--- src/rtl/lcd_char_sched.sv ---
// Character scheduler for an HD44780-style LCD writer: two requesters are
// round-robin arbitrated into a FIFO, and an output FSM expands newlines into line padding.
module lcd_char_sched #(
    parameter int         DEPTH    = 8,
    parameter int         LINE_LEN = 16,
    parameter logic [7:0] NL_CHAR  = 8'h0A,
    parameter logic [7:0] PAD_CHAR = 8'h20
) (
    input  logic       clk50,
    input  logic       reset,
    input  logic       req0_valid,
    input  logic [7:0] req0_data,
    output logic       req0_ready,
    input  logic       req1_valid,
    input  logic [7:0] req1_data,
    output logic       req1_ready,
    output logic       out_valid,
    output logic [7:0] out_data,
    input  logic       out_ready,
    output logic [4:0] fifo_count,
    output logic [3:0] col
);
    // state | meaning
    // IDLE  | output register empty; pops the FIFO head when one has settled
    // SEND  | holding a printable character until the writer accepts it
    // PAD   | emitting PAD_CHAR up to the end of the current line

    localparam int         AW         = (DEPTH > 1) ? $clog2(DEPTH) : 1;
    localparam logic [4:0] FULL_COUNT = 5'(DEPTH);
    localparam logic [3:0] LAST_COL   = 4'(LINE_LEN - 1);

    typedef enum logic [1:0] {
        IDLE = 2'd0,
        SEND = 2'd1,
        PAD  = 2'd2
    } state_t;

    state_t        state;
    logic [7:0]    mem [DEPTH];
    logic [AW-1:0] wr_ptr;
    logic [AW-1:0] rd_ptr;
    logic          last_grant;
    logic          settled;
    logic          has_space;
    logic          grant1;
    logic          push;
    logic          pop;
    logic [7:0]    push_data;
    logic [7:0]    head;

    // last_grant = 1 means requester 1 was served last, so requester 0 wins a tie.
    assign has_space  = fifo_count < FULL_COUNT;
    assign grant1     = req1_valid && (!req0_valid || !last_grant);
    assign req0_ready = has_space && req0_valid && !grant1;
    assign req1_ready = has_space && grant1;
    assign push       = req0_ready || req1_ready;
    assign push_data  = grant1 ? req1_data : req0_data;
    assign head       = mem[rd_ptr];

    // An entry must have been resident for a full cycle before it is popped,
    // which sets the two-edge push-to-output latency.
    assign pop = (state == IDLE) && settled && (fifo_count != 5'd0);

    always_ff @(posedge clk50) begin
        if (push) begin
            mem[wr_ptr] <= push_data;
        end
    end

    always_ff @(posedge clk50 or negedge reset) begin
        if (!reset) begin
            wr_ptr     <= '0;
            rd_ptr     <= '0;
            fifo_count <= '0;
            last_grant <= 1'b1;
            settled    <= 1'b0;
        end else begin
            settled <= (fifo_count != 5'd0);
            if (push) begin
                wr_ptr     <= wr_ptr + AW'(1);
                last_grant <= grant1;
            end
            if (pop) begin
                rd_ptr <= rd_ptr + AW'(1);
            end
            case ({push, pop})
                2'b10:   fifo_count <= fifo_count + 5'd1;
                2'b01:   fifo_count <= fifo_count - 5'd1;
                default: fifo_count <= fifo_count;
            endcase
        end
    end

    always_ff @(posedge clk50 or negedge reset) begin
        if (!reset) begin
            state     <= IDLE;
            out_valid <= 1'b0;
            out_data  <= 8'h00;
            col       <= 4'd0;
        end else begin
            case (state)
                IDLE: begin
                    if (pop) begin
                        if (head != NL_CHAR) begin
                            out_data  <= head;
                            out_valid <= 1'b1;
                            state     <= SEND;
                        end else if (col != 4'd0) begin
                            out_data  <= PAD_CHAR;
                            out_valid <= 1'b1;
                            state     <= PAD;
                        end
                    end
                end
                SEND: begin
                    if (out_ready) begin
                        out_valid <= 1'b0;
                        col       <= (col == LAST_COL) ? 4'd0 : col + 4'd1;
                        state     <= IDLE;
                    end
                end
                PAD: begin
                    if (out_ready) begin
                        if (col == LAST_COL) begin
                            col       <= 4'd0;
                            out_valid <= 1'b0;
                            state     <= IDLE;
                        end else begin
                            col <= col + 4'd1;
                        end
                    end
                end
                default: begin
                    out_valid <= 1'b0;
                    state     <= IDLE;
                end
            endcase
        end
    end

endmodule

--- config.mk ---
export PLATFORM = sky130hd
export DESIGN_NAME = lcd_char_sched
export DESIGN_NICKNAME = d
export VERILOG_FILES = /design/src/rtl/lcd_char_sched.sv
export SDC_FILE = /design/constraint.sdc
export NUM_CORES = 1
export LEC_CHECK = 0
export BUFFER_PORTS_ARGS = -buffer_cell sky130_fd_sc_hd__buf_2
export CORE_ASPECT_RATIO = 1.1
export CORE_UTILIZATION = 30
export CTS_BUF_LIST = sky130_fd_sc_hd__clkbuf_4 sky130_fd_sc_hd__clkbuf_8
export DETAILED_ROUTE_END_ITERATION = 6
export GPL_TIMING_DRIVEN = 1
export HOLD_SLACK_MARGIN = 0.06
export PLACE_DENSITY = 0.59
export SLEW_MARGIN = 15
export SYNTH_ARGS = -nofsm -noshare
export SYNTH_HDL_FRONTEND = slang
export SYNTH_SLANG_ARGS = --single-unit
--- constraint.sdc ---
create_clock -name clk50 -period 2.9 [get_ports clk50]
set_clock_uncertainty 0.05 [all_clocks]
set_input_delay 0.435 -clock clk50 [delete_from_list [all_inputs] [get_ports clk50]]
set_output_delay 0.435 -clock clk50 [all_outputs]
set_load 0.05 [all_outputs]
== Yosys cells after proc, flatten, opt, wreduce, memory -nomap -nowiden ==
Memories as Yosys holds them, arrays and structs flattened.
Cells that the tools add are included.

* $add $sub $neg: 5
* Multipliers: 0
* Divide/modulo/power cells: 0
* Order comparisons: 1
* Equal/unequal tests: 11
* Shift-type cells: 0
* Mux-type cells: 21
* Bitwise logic cells: 0
* Reductions and logical operators: 20

{| class="wikitable"
|+ Operator list
! cell !! number
|-
| 2-to-1 mux 8 bit || 3
|-
| 2-to-1 mux 2 bit || 6
|-
| case mux 5 bit (2 select lines) || 1
|-
| 2-to-1 mux 1 bit || 8
|-
| inequality test 2 bit, second input constant || 4
|-
| inequality test 8 x 4 -> 1 bit, second input constant || 1
|-
| adder 3 x 1 -> 3 bit, second input constant || 2
|-
| logical AND 1 bit || 6
|-
| case mux 2 bit (3 select lines) || 1
|-
| adder 5 x 1 -> 5 bit, second input constant || 1
|-
| less-than comparator 5 x 4 -> 1 bit, second input constant || 1
|-
| AND reduction 5 bit || 1
|-
| nonzero test 5 bit || 1
|-
| subtractor 5 x 1 -> 5 bit, second input constant || 1
|-
| adder 4 x 1 -> 4 bit, second input constant || 1
|-
| == test 2 x 1 -> 1 bit, second input constant || 2
|-
| == test 2 bit, second input constant || 2
|-
| == test 4 bit, second input constant || 1
|-
| 2-to-1 mux 4 bit || 1
|-
| nonzero test 2 bit || 2
|-
| nonzero test 4 bit || 1
|-
| zero test 1 bit || 3
|-
| inequality test 3 x 1 -> 1 bit, second input constant || 1
|-
| case mux 1 bit (3 select lines) || 1
|-
| 5 further kinds || 6
|}

* Register bits: 28
* Latch bits: 0
* RAM bits: 64
* Bits in read-only memories: 0
* Input port bits: 21
* Output and inout port bits: 20
* Memories kept: 1

{| class="wikitable"
|+ Memory list
! memory !! depth !! width !! read ports !! clocked after memory_dff !! write ports !! line !! source
|-
| mem || 8 || 8 || 1 || 0 || 1 || 39 || <nowiki>logic [7:0] mem [DEPTH];</nowiki>
|}

== Longest topological paths before layout ==
Gate-level depths: netlist of the first run.

* Depth after elaboration: 8
* Depth in mapped cells: 13
* Depth with buffers taken out: 11

== Worst setup path before layout of the first run ==
Ideal clock, no wire load.

* Path type: register -> register
* From: register fifo_count[2]
* To: register fifo_count[4]
* Setup time: 0.147 ns
* Data arrival time: 2.978 ns
* Data required time: 2.703 ns
* Path slack: -0.275 ns
* Stages on the path, launching flop included: 14
* Path buffers: 2
* Clock period less this slack: 3.175 ns
* Cells stage by stage: dfrtp_1 -> clkbuf_1 -> nor3_1 -> nand2_1 -> nand3_1 -> inv_1 -> ha_1 -> clkbuf_1 -> xor2_1 -> ha_1 -> a41oi_1 -> o32ai_1 -> a2111oi_0 -> xor2_1

* Elaborated cells on any way between the ends: 13
* Those cells by class: 2 x add/sub; 1 x order compare; 2 x eq/ne; 1 x mux; 7 x reduce/logical

{| class="wikitable"
|+ RTL lines
! element !! line !! source
|-
| start, declared || 20 || <nowiki>output logic [4:0] fifo_count,</nowiki>
|-
| start signal, assigned || 87 || <nowiki>2'b10: fifo_count <= fifo_count + 5'd1;</nowiki>
|-
| start signal, assigned || 88 || <nowiki>2'b01: fifo_count <= fifo_count - 5'd1;</nowiki>
|-
| start signal, assigned || 89 || <nowiki>default: fifo_count <= fifo_count;</nowiki>
|-
| nonzero test 5 bit (*) || 62 || <nowiki>assign pop = (state == IDLE) && settled && (fifo_count != 5'd0);</nowiki>
|-
| logical AND 1 bit (*) || 62 ||
|-
| named net pop || 47 || <nowiki>logic pop;</nowiki>
|-
| == test 2 x 1 -> 1 bit or == test 2 bit (tied branches) || 86 || <nowiki>case ({push, pop})</nowiki>
|-
| case mux 5 bit (2 select lines) or nonzero test 2 bit (tied branches) || - ||
|}

Mark *: on every way through the listed nets, which the timed path passes. The rest lies on a longest branch.
A chain may end at the register's enable or synchronous reset.

== Worst setup path after layout of the first run ==
* From: register rd_ptr[0]
* To: register out_data[4]

* Longest elaborated chain between the ends: 4
* Elaborated cells on any way between the ends: 5
* Those cells by class: 1 x eq/ne; 1 x mux; 2 x reduce/logical; 1 x memory

{| class="wikitable"
|+ Ends and longest elaborated chain
! element !! line !! source
|-
| start, declared || 41 || <nowiki>logic [AW-1:0] rd_ptr;</nowiki>
|-
| start signal, assigned || 84 || <nowiki>rd_ptr <= rd_ptr + AW'(1);</nowiki>
|-
| memory read (8 x 8 bit) (*) || - ||
|-
| inequality test 8 x 4 -> 1 bit || 104 || <nowiki>if (head != NL_CHAR) begin</nowiki>
|-
| nonzero test 2 bit (no line) || - ||
|-
| AND reduction 3 bit (no line) || - ||
|-
| end signal, assigned || 98 || <nowiki>out_data <= 8'h00;</nowiki>
|-
| end signal, assigned || 105 || <nowiki>out_data <= head;</nowiki>
|-
| end signal, assigned || 109 || <nowiki>out_data <= PAD_CHAR;</nowiki>
|-
| end, declared || 18 || <nowiki>output logic [7:0] out_data,</nowiki>
|}

Mark *: on every way between the ends. The rest lies on a longest branch, timed or not.

==> impl_metrics.tcl, run 1 <==
set metrics [dict create \
    status "finished, final reports clean" \
    final_area_sq_um 4780 \
    muxShareOfSynthArea 0.1625 \
    numPortBuffers 40 \
    io_pins 41 \
    cp-end-kind "flip-flop" \
    area_growth_pct 18.71 \
    ir_drop_uv 316.5 \
    clkTransAtPathRegs_ns 0.11 \
    yosys.area.top_type "edfxtp_1" \
    seqCellArea_sq_um 2630 \
    cp.required_ns 3.10 \
    cts-root-buf "clkbuf_8" \
    leakage_uw 0.001834 \
    multi_input_area_sq_um 1325 \
    fp.dieW_microns 112.5 \
    total_power_uw 5347 \
    postSynthCellCount 254 \
    crit_path_max_fanout 8 \
    max_freq_ghz 0.3745 \
    critPathKind "flip-flop to flip-flop" \
    worstSkewPairLatency_ns 0.36 \
    synth_common_cells "edfxtp_1, dfrtp_1, nand2_1" \
    track_usage 0.1181 \
    cts_made_buffers 9 \
    synth_ff_type "edfxtp_1" \
    drc 0 \
    grt_pass1_vias 2283 \
    drtPass1Iterations 4 \
    route.detailed.wl_per_inst_microns 15.61 \
    synth_area_sq_um 4026 \
    use_met3 0.03333 \
    drive_above_1_share 0.3478 \
    fp.dieH_microns 123.5 \
    crit_chain "mux4_1 > mux2_2 > nor4_1 > nand4_1 > o21a_1 > mux2_4" \
    fin_tns_setup_ns 0 \
    synth_most_common_cell "edfxtp_1" \
    grt_max_degree 29 \
    placed_cell_area_sq_um 4557 \
    tightest_slew_ns 0.6623 \
    dieArea_sq_um 13890 \
    coreArea_sq_um 13160 \
    hpwl_microns 5352 \
    vias_per_cell 4.725 \
    grt_use_met1 0.1419 \
    power_density_nw_per_um2 1119 \
    via_count 2282 \
    async_flop_share 0.3043 \
    ys_seq_elements 92 \
    routed_wirelength_microns 7541 \
    grt.overflow.total 0 \
    fillers 1253 \
    slew-limit-headroom 0.5585 \
    grt_util_met2 0.2073 \
    drtIter0Drc 90 \
    gp_congestion 0.7934 \
    crit_path_start_kind "flip-flop" \
    max_cap_violations 0 \
    grt_pass1_wl_microns 12040 \
    hold_viol 0 \
    synth-compound-area-share 0.04879 \
    min_period_ns 2.670 \
    cts.path.max_buffers 2 \
    nets 348 \
    holdCritPathClass "primary input to flip-flop" \
    setup_viol 0 \
    synth_xor_area_frac 0.02393 \
    synth_seq_area_share 0.6516 \
    synth-adder-area-share 0.03108 \
    ctsResizeCount 0 \
    antenna_found_initial 0 \
    critPathSlowestCell "mux4_1" \
    ys_top_cells_by_area "edfxtp_1, dfrtp_1, mux4_2" \
    synth.distinct_cells 40 \
    cp.arrival_ns 2.87 \
    start_util 0.3060 \
    drv_slew 0 \
    grt_busiest_layer "met2" \
    ant_nets 0 \
    synth_top_family_by_area "multiplexers" \
    synth_top_area_share 0.4773 \
    cts_sinks 92 \
    cpPeakStageDelay_ns 0.60 \
    core.rowCount 44 \
    yosysWarnings 0 \
    synth_simple_gate_area_frac 0.05935 \
    rsz0062_at_grt "false" \
    syn_nets 285 \
    n_antenna_cell 0 \
    synth_edf_count 64 \
    period_share 0.9208 \
    htreeDepth 3 \
    cts_tree "yes" \
    syn_avg_cell_area_sq_um 15.85 \
]
-- cells by family (layout without fill, tap and decap cells) --
kind of cell,after synthesis,count (layout)
flops,92,92
xor+xnor,11,11
buf+inv,19,87
simple gates,54,54
compound gates,29,29
fa+ha+maj,10,10
mux,39,39
-- stage by stage --
| step | cells | util | worst slack (ns) | hold slack, ns |
|---|---|---|---|---|
| floorplan | 254 | - | 0.03230 | 0.08941 |
| global placement | 466 | 0.3463 | 0.3047 | 0.4196 |
| detailed placement | 466 | 0.3463 | 0.2231 | 0.4416 |
| CTS | 483 | 0.3633 | 0.2126 | 0.2266 |
| global route | 483 | 0.3633 | 0.02103 | 0.2406 |
| finish | 483 | 0.3633 | 0.2295 | 0.2496 |
-- area by class of cell --
type                       instances  share of cell area
inverter                          10            0.007853
timing repair buffer              61             0.07801
multi-input combinational        143              0.2772
clock inverter                     7             0.01859
sequential                        92              0.5503
clock buffer                       9             0.02592
tap                              161             0.04215
-- what timing repair did --
item                      CTS  global route
hold buffers                1             0
hold endpoints to repair   24             0
buffers inserted            0             0
-- worst paths after layout --
| check | startpoint | end | slack (ns) | cells after the start |
|---|---|---|---|---|
| min in group asynchronous | reset | fifo_count[0] | 0.59 | 2 |
| worst min register to register | last_grant | last_grant | 0.46 | 2 |
| max in group asynchronous | reset | fifo_count[1] | 1.76 | 2 |
| worst max-delay path | rd_ptr[0] | out_data[4] | 0.23 | 6 |
| worst min-delay path | req1_valid | last_grant | 0.25 | 3 |
| worst max register to register | rd_ptr[0] | out_data[4] | 0.23 | 6 |
-- flip-flops by register name, summed over array words and instances, names as in the netlist, 2 cells and up --
signal,flops
state,2
mem,64
out_data,8
wr_ptr,3
col,4
rd_ptr,3
fifo_count,5
-- layer usage --
layer / up-vias / wire length [microns]
met5: - / 0
met4: 0 / 78
met3: 6 / 298
met2: 44 / 3783
met1: 1127 / 3380
li1: 1105 / -
-- cell usage in the layout, fill, tap and decap left out, types with 6 or more instances in the layout --
master,instances
edfxtp_1,64
buf_2,40
nand2_1,23
dfrtp_1,22
buf_4,19
mux2_2,14
inv_1,10
nor2_1,10
ha_1,10
mux4_2,9
clkbuf_8,9
o21ai_0,8
mux4_1,7
nor3_1,6
xnor2_1,6
-- worst max-delay path, delay by kind of cell (launching register included) --
family	cells	cell delay (ns)
DFF	1	0.49
and+or+nand+nor	2	0.42
muxes	3	1.26
AOI/OAI and AO/OA	1	0.34
-- power breakdown --
part | total, uW | leakage [uW] | switching, uW | internal (uW)
clock network | 876 | 0.000107 | 522 | 354
registers | 2030 | 0.000902 | 276 | 1750
logic | 2440 | 0.000826 | 1410 | 1030
Power figures use the tool's default switching activity.
==> inputs of run 2 (changes only) <==
--- a/config.mk
+++ b/config.mk
@@ -8,10 +8,12 @@
 export BUFFER_PORTS_ARGS = -buffer_cell sky130_fd_sc_hd__buf_2
 export CORE_ASPECT_RATIO = 1.1
 export CORE_UTILIZATION = 30
-export CTS_BUF_LIST = sky130_fd_sc_hd__clkbuf_4 sky130_fd_sc_hd__clkbuf_8
+export CTS_BUF_LIST = sky130_fd_sc_hd__clkbuf_8
+export CTS_CLUSTER_SIZE = 16
 export DETAILED_ROUTE_END_ITERATION = 6
 export GPL_TIMING_DRIVEN = 1
 export HOLD_SLACK_MARGIN = 0.06
+export MAX_ROUTING_LAYER = met4
 export PLACE_DENSITY = 0.59
 export SLEW_MARGIN = 15
 export SYNTH_ARGS = -nofsm -noshare
==> impl_metrics.tcl, run 2 (synthesized netlist as in run 1, its figures left out) <==
set metrics [dict create \
    status "finished, final reports clean" \
    period_share 0.9227 \
    track_usage 0.1218 \
    reg2reg_depth 6 \
    via_count 2286 \
    hpwl_microns 5352 \
    gp_congestion 0.8047 \
    drc 0 \
    max_freq_ghz 0.3737 \
    core.rowCount 44 \
    drtIter0Drc 89 \
    drv_slew 0 \
    worstSkewPairLatency_ns 0.36 \
    numPortBuffers 40 \
    ctsResizeCount 0 \
    fp.dieH_microns 123.5 \
    grt_pass1_wl_microns 12040 \
    antenna_found_initial 0 \
    cp_num_buf_inv 0 \
    ant_nets 0 \
    fillers 1253 \
    largest_reg_flops 64 \
    ctsHoldBuffers 1 \
    critical_path.endpoint "out_data[4]" \
    drive_above_1_share 0.3478 \
    max_cap_violations 0 \
    fin_tns_setup_ns 0 \
    routed_wirelength_microns 7552 \
    power_density_nw_per_um2 1118 \
    slew-limit-headroom 0.5537 \
    crit_path_start_kind "flip-flop" \
    grt_pass1_vias 2288 \
    route.detailed.wl_per_inst_microns 15.64 \
    cp.arrival_ns 2.88 \
    switching_share 0.4121 \
    cp.required_ns 3.10 \
    vias_per_cell 4.733 \
    clkTransAtPathRegs_ns 0.11 \
    start_util 0.3060 \
    grt_max_degree 29 \
    place_ws_ns 0.2231 \
    cpPeakStageDelay_ns 0.60 \
    cts-root-buf "clkbuf_8" \
    intPower_uw 3143 \
    worst_slack_ns 0.2243 \
    rsz0062_at_grt "false" \
    cts_tree "yes" \
    cts.path.max_buffers 2 \
    cts_made_buffers 9 \
    hold_viol 0 \
    r2r_setup_slack_ns 0.22 \
    crit_path_start "rd_ptr[0]" \
    cp-end-kind "flip-flop" \
    n_antenna_cell 0 \
    setup_viol 0 \
    p_sw_uw 2203 \
    grt.overflow.total 0 \
    crit_chain "mux4_1 > mux2_2 > nor4_1 > nand4_1 > o21a_1 > mux2_4" \
    area_growth_pct 18.71 \
    cp.depth 6 \
    final_cell_mix "edfxtp_1, buf_2, nand2_1" \
    ir_drop_uv 316.6 \
    combinationalPowerShare 0.457 \
    worst_hold_path.num_cells 3 \
    pwr-share-clk 0.164 \
    critPathSlowestCell "mux4_1" \
    pwr-share-seq 0.380 \
    htreeDepth 3 \
    total_power_uw 5345 \
    io_pins 41 \
    top_register "mem" \
    coreArea_sq_um 13160 \
    r2r_end "out_data[4]" \
    fp.dieW_microns 112.5 \
    critPathKind "flip-flop to flip-flop" \
    drtPass1Iterations 4 \
    cts_sinks 92 \
    dieArea_sq_um 13890 \
    tightest_slew_ns 0.6695 \
    layout_commonest_cell "edfxtp_1" \
    cts_setup_buffers 0 \
    crit_family "multiplexers" \
    nets 348 \
    holdCritPathClass "primary input to flip-flop" \
    crit_path_max_fanout 8 \
    leakage_uw 0.001834 \
    top_regs "mem: 64 flops, out_data: 8 flops, fifo_count: 5 flops" \
    min_period_ns 2.676 \
    r2r-start "rd_ptr[0]" \
    final_core_util 0.3633 \
]
==> run 2: area by class of cell <==
type | count | area [sq um] | share of cell area
Timing Repair Buffer | 61 | 372.9 | 0.07801
Inverter | 10 | 37.54 | 0.007853
Multi-Input combinational cell | 143 | 1325 | 0.2772
Clock inverter | 7 | 88.84 | 0.01859
Tap cell | 161 | 201.4 | 0.04215
Clock buffer | 9 | 123.9 | 0.02592
Sequential cell | 92 | 2630 | 0.5503
==> run 2: metal layers <==
| layer | track usage | wire length (microns) | vias up |
|---|---|---|---|
| met2 | 0.2073 | 3815 | 40 |
| li1 | - | - | 1103 |
| met5 | - | 0 | - |
| met1 | 0.1423 | 3401 | 1137 |
| met4 | 0.03500 | 82 | 0 |
| met3 | 0.03333 | 252 | 6 |
==> run 2: worst min path at each step <==
stage | startpoint | endpoint | slack, ns
after floorplan | reset | col[0] | 0.09
after global placement | last_grant | last_grant | 0.42
after detailed placement | last_grant | last_grant | 0.44
after CTS | req1_valid | last_grant | 0.23
after global routing | req1_valid | last_grant | 0.24
final | req1_valid | last_grant | 0.25
==> run 2: worst reg2reg max path: stages (launching register included) <==
cell and delay (ns):
dfrtp_1 0.50, mux4_1 0.60, mux2_2 0.32, nor4_1 0.28
nand4_1 0.15, o21a_1 0.34, mux2_4 0.34
==> run 2: power groups by stage <==
stage	clock [uW]	sequential [uW]	combinational [uW]
finish	874	2030	2440
detailed placement	0	2060	2470
floorplan	0	2400	1510
global route	954	2080	2680
CTS	904	2040	2480
global placement	0	2050	2440
==> run 2: through the flow <==
step,area (sq um),instances,hold slack [ns]
after CTS,4780,483,0.2266
final,4780,483,0.2474
after global routing,4780,483,0.2405
after detailed placement,4557,466,0.4416
after floorplan,4058,254,0.08941
after global placement,4557,466,0.4196
